## src/rtl/uart_echo_buffer.sv

```systemverilog
// Receive-to-transmit echo buffer: a byte FIFO drained into the UART transmitter
// through its send/ready handshake, with optional CR -> CR LF expansion.
module uart_echo_buffer #(
    parameter int   DEPTH_LOG2 = 4,
    parameter logic CR_EXPAND  = 1'b1
) (
    input  logic                  CLK,
    input  logic                  RST_N,
    input  logic [7:0]            rx_data,
    input  logic                  rx_valid,
    output logic                  tx_send,
    output logic [7:0]            tx_data,
    input  logic                  tx_ready,
    output logic [DEPTH_LOG2:0]   fifo_count,
    output logic                  overflow,
    input  logic                  clr_overflow
);

    localparam int DEPTH = 1 << DEPTH_LOG2;
    localparam logic [DEPTH_LOG2:0]   FULL_COUNT = {1'b1, {DEPTH_LOG2{1'b0}}};
    localparam logic [DEPTH_LOG2:0]   CNT_ONE    = {{DEPTH_LOG2{1'b0}}, 1'b1};
    localparam logic [DEPTH_LOG2-1:0] PTR_ONE    = {{(DEPTH_LOG2-1){1'b0}}, 1'b1};

    typedef enum logic [1:0] {
        ST_IDLE     = 2'b00,
        ST_HOLD     = 2'b01,
        ST_WAIT_RDY = 2'b10,
        ST_SEND_LF  = 2'b11
    } state_t;

    state_t                  state_r, state_s;
    logic [7:0]              mem_r [DEPTH];
    logic [DEPTH_LOG2-1:0]   wr_ptr_r, rd_ptr_r;
    logic [DEPTH_LOG2:0]     count_r;
    logic                    overflow_r;
    logic                    tx_send_r, tx_send_s;
    logic [7:0]              tx_data_r, tx_data_s;
    logic                    lf_done_r, lf_done_s;
    logic                    full_s, empty_s, pop_s, push_s, drop_s;

    assign full_s  = (count_r == FULL_COUNT);
    assign empty_s = (count_r == {(DEPTH_LOG2+1){1'b0}});
    // A pop in the same cycle frees the slot, so a full FIFO can still accept.
    assign push_s  = rx_valid & (~full_s | pop_s);
    assign drop_s  = rx_valid & full_s & ~pop_s;

    assign tx_send    = tx_send_r;
    assign tx_data    = tx_data_r;
    assign fifo_count = count_r;
    assign overflow   = overflow_r;

    // FIFO storage; contents are not reset, occupancy tracking makes them irrelevant.
    always_ff @(posedge CLK) begin
        if (push_s) begin
            mem_r[wr_ptr_r] <= rx_data;
        end
    end

    // Pointers, occupancy and sticky overflow.
    always_ff @(posedge CLK or negedge RST_N) begin
        if (!RST_N) begin
            wr_ptr_r   <= {DEPTH_LOG2{1'b0}};
            rd_ptr_r   <= {DEPTH_LOG2{1'b0}};
            count_r    <= {(DEPTH_LOG2+1){1'b0}};
            overflow_r <= 1'b0;
        end else begin
            if (push_s) begin
                wr_ptr_r <= wr_ptr_r + PTR_ONE;
            end
            if (pop_s) begin
                rd_ptr_r <= rd_ptr_r + PTR_ONE;
            end
            case ({push_s, pop_s})
                2'b10:   count_r <= count_r + CNT_ONE;
                2'b01:   count_r <= count_r - CNT_ONE;
                default: count_r <= count_r;
            endcase
            if (drop_s) begin
                overflow_r <= 1'b1;
            end else if (clr_overflow) begin
                overflow_r <= 1'b0;
            end
        end
    end

    // Read FSM state and registered transmitter outputs.
    always_ff @(posedge CLK or negedge RST_N) begin
        if (!RST_N) begin
            state_r   <= ST_IDLE;
            tx_send_r <= 1'b0;
            tx_data_r <= 8'h00;
            lf_done_r <= 1'b0;
        end else begin
            state_r   <= state_s;
            tx_send_r <= tx_send_s;
            tx_data_r <= tx_data_s;
            lf_done_r <= lf_done_s;
        end
    end

    // Next-state logic; HOLD spends one cycle ignoring tx_ready while the transmitter drops it.
    always_comb begin
        state_s   = state_r;
        tx_send_s = 1'b0;
        tx_data_s = tx_data_r;
        lf_done_s = lf_done_r;
        pop_s     = 1'b0;
        case (state_r)
            ST_IDLE: begin
                if (!empty_s && tx_ready) begin
                    pop_s     = 1'b1;
                    tx_data_s = mem_r[rd_ptr_r];
                    tx_send_s = 1'b1;
                    lf_done_s = 1'b0;
                    state_s   = ST_HOLD;
                end else begin
                    state_s   = ST_IDLE;
                end
            end
            ST_HOLD: begin
                state_s = ST_WAIT_RDY;
            end
            ST_WAIT_RDY: begin
                if (tx_ready) begin
                    if ((CR_EXPAND == 1'b1) && (tx_data_r == 8'h0D) && !lf_done_r) begin
                        state_s = ST_SEND_LF;
                    end else begin
                        state_s = ST_IDLE;
                    end
                end else begin
                    state_s = ST_WAIT_RDY;
                end
            end
            ST_SEND_LF: begin
                tx_data_s = 8'h0A;
                tx_send_s = 1'b1;
                lf_done_s = 1'b1;
                state_s   = ST_HOLD;
            end
            default: begin
                state_s = ST_IDLE;
            end
        endcase
    end

endmodule
```

## config.mk

```make
export PLATFORM = sky130hd
export DESIGN_NAME = uart_echo_buffer
export DESIGN_NICKNAME = d
export VERILOG_FILES = /design/src/rtl/uart_echo_buffer.sv
export SDC_FILE = /design/constraint.sdc
export NUM_CORES = 1
export LEC_CHECK = 0
export ABC_AREA = 1
export CORE_MARGIN = 2
export CORE_UTILIZATION = 57
export CTS_BUF_LIST = sky130_fd_sc_hd__clkbuf_8
export DETAILED_ROUTE_END_ITERATION = 12
export GPL_TIMING_DRIVEN = 0
export PLACE_DENSITY = 0.78
export RECOVER_POWER = 50
export REMOVE_ABC_BUFFERS = 1
export SLEW_MARGIN = 25
export SYNTH_ARGS = -nofsm -noshare
export SYNTH_HDL_FRONTEND = slang
export SYNTH_SLANG_ARGS = --single-unit
```

## constraint.sdc

```tcl
create_clock -name CLK -period 2.5 [get_ports CLK]
set_clock_uncertainty 0.1 [all_clocks]
set_input_delay 0.5 -clock CLK [delete_from_list [all_inputs] [get_ports CLK]]
set_output_delay 0.5 -clock CLK [all_outputs]
set_load 0.05 [all_outputs]
```

==> run metrics <==
Synth Warn #=0; Yosys reg bits=154; type of the worst setup path=in -> reg; Final Critical Period=2435 ps; delay-heaviest family, CP=simple AND/OR/NAND/NOR gates; Startpoint Class=input port; worst skew pair latency=440 ps; detailed-route wire length=14560 um; Die Span X=113.8 um; # clock sinks=154; status=finished, final reports clean; Crit path top cell by count=nand2_1; ys flop type=edfxtp_1; pwr/cell area=1164 mW/mm^2; Seq/Total Area, Yosys=0.6544; routed len/inst=17.03 um; placer congestion estimate=0.8383; first-pass GRT wire length=22260 um; # DRC=0; setup slack after layout=65.29 ps; maximum vdd drop=0.7519 mV; DR vias/cell=5.489; CP max stage cell=clkdlybuf4s50_1; DRT iter0 DRCs=454; crit-path max FO=11; Nets=721; Slew Limit Fails=0; Final Hold Vio Count=0; CP arrival=2670 ps; row cnt=40; grt peak-use layer=met2; GR Layer Usage met2=0.3856; distinct cell type count after synthesis=32; hold slack=412.8 ps; CTS Buffer Depth=2; footprint of the multi-input gates=0.002074 mm^2; Syn Std Cell Area=0.006868 mm^2; crit path buf inv count=2; worst-margin pin slew=1442 ps; Final setup viols=0; CORE AREA=0.01186 mm^2; crit-path max cell delay=600 ps; H-tree levels=4; # fillers=887; layout cell share with drive strength beyond 1=0.1059; DRT Pass-1 Iters=7; initial core utilization=0.5790; Max Freq=0.4107 GHz; Ant. Diodes=0; crit end category=flop; Ports=28; DIE AREA=0.01294 mm^2; initial antenna violation count=0; register area=0.004503 mm^2; worst hold path type=reg -> reg; vias in the first global route=4451; commonest non-fill, non-tap cell in the layout=nand2_1; Final period util=0.9739; Avg Synthesized Cell Area=10.39 um^2; gr ovfl total=0; met3 Usage GRT=0.06004; Slew HR=0.03855; root buffer cell=clkbuf_8; Required @ worst endpoint=2730 ps; TritonCTS Buffers=17; Post-DP HPWL=8536 um; post-route cell area=0.007782 mm^2; most frequent cells in the layout=nand2_1 (239), edfxtp_1 (128), nand3_1 (73), inv_1 (47), nor2_1 (45); ys async rst share=0.1688; CTS tree=built; overall power=9062 uW; via count=4693; number of port buffers=27; RSZ-0062 raised after global routing=yes; Reg clk slew, reported paths=80 ps; Post-synth EDFFs=128; cells along the critical path=clkdlybuf4s50_1 -> nand3_4 -> nand2_8 -> nand2_8 -> ha_4 -> xor2_2 -> ha_1 -> inv_1 -> nand2_1 -> nand3_1 -> nand3_1 -> nand2_1 -> nand2_1 -> o21ai_0; post-place setup slack=-637.3 ps; GRT Util Overall=0.2306; largest net degree at the start of global routing=63; Die H=113.8 um; Synth-to-Final Area Change=13.32%; Pleak=0.003173 uW; antenna-violating nets left=0; met1 global-route usage=0.2982; Max Cap Viol=0; cell count after synthesis=661; Placement Cell Area=0.007154 mm^2
what timing repair did:
action	in CTS	in global routing
setup endpoints to repair	81	5
gates cloned	0	1
pin swaps	0	7
gates resized for setup	7	16
endpoints found under the hold margin	26	0
setup buffers	0	12
hold buffers	1	0
cells by family (layout without fill, tap and decap cells):
| family | count (synthesis) | in the layout | synth area share |
|---|---|---|---|
| DFF | 154 | 154 | 0.6544 |
| buffers and inverters | 82 | 128 | 0.05757 |
| and+or+nand+nor | 372 | 373 | 0.2237 |
| AOI/OAI and AO/OA | 29 | 29 | 0.02660 |
| adders and majority gates | 13 | 13 | 0.02368 |
| xor gates and xnor gates | 11 | 11 | 0.01403 |
report_power, final:
part | total, uW | internal, uW | switching [uW]
registers | 3630 | 3190 | 446
clock network | 1950 | 1060 | 886
logic | 3480 | 1170 | 2310
total | 9060 | 5420 | 3640
worst register-to-register path: stages, from the launching register on:
cell and delay [ps]:
dfrtp_1 400, inv_2 110, ha_4 160, nand3_4 140, nand2_8 150, nand2_8 100, ha_4 220, xor2_2 190
ha_1 160, inv_1 30, nand2_1 80, nand3_1 130, nand3_1 130, nand2_1 70, nand2_1 60, o21ai_0 70
registers in the layout (all words and copies together) (netlist names):
name,count
overflow,1
fifo_count,5
wr_ptr_r,4
rd_ptr_r,4
lf_done_r,1
tx_data,8
state_r,2
tx_send,1
mem_r,128
Yosys cell counts, drive strengths merged, types with 3 or more instances:
cell	count	area (um^2)
a21oi	5	28.78
buf	27	186.4
dfrtp	26	650.6
edfxtp	128	3844
ha	13	162.7
inv	53	201.4
nand2	241	909.6
nand3	75	392.9
nor2	50	197.7
o211ai	3	37.54
o21ai	18	93.84
xor2	9	78.83
layer usage:
| layer | routed length, um | part of all wire |
|---|---|---|
| met2 | 7246 | 0.50 |
| met5 | 0 | 0 |
| met4 | 221 | 0.015 |
| met1 | 5987 | 0.41 |
| met3 | 1101 | 0.076 |
final timing paths:
| check | depth (start not counted) | slack [ps] | end | from |
|---|---|---|---|---|
| min in group asynchronous | 2 | 820 | lf_done_r$_DFFE_PN0P_ | RST_N |
| hold / removal | 2 | 410 | lf_done_r$_DFFE_PN0P_ | lf_done_r$_DFFE_PN0P_ |
| setup reg to reg | 15 | 90 | fifo_count[4]$_DFFE_PN0P_ | state_r[0]$_DFF_PN0_ |
| hold reg to reg | 2 | 410 | lf_done_r$_DFFE_PN0P_ | lf_done_r$_DFFE_PN0P_ |
| setup / recovery | 14 | 70 | fifo_count[4]$_DFFE_PN0P_ | tx_ready |
| max in group asynchronous | 2 | 460 | rd_ptr_r[0]$_DFFE_PN0P_ | RST_N |
stage by stage:
| step | utilization | TNS [ps] | instances |
|---|---|---|---|
| 2_1_floorplan | - | -973.8 | 634 |
| 3_3_place_gp | 0.6016 | -45110 | 808 |
| 3_5_place_dp | 0.6032 | -45130 | 809 |
| 4_1_cts | 0.6424 | 0 | 842 |
| 5_1_grt | 0.6561 | -61.36 | 855 |
| 6_report | 0.6561 | 0 | 855 |
area by class of cell:
type / instances / share of cell area
Sequential cell: 154 / 0.5786
Multi-Input combinational cell: 426 / 0.2666
Tap cell: 147 / 0.02363
Clock buffer: 20 / 0.03537
Inverter: 55 / 0.02781
Clock inverter: 12 / 0.01865
Timing Repair Buffer: 41 / 0.04936
Power figures use the tool's default switching activity.
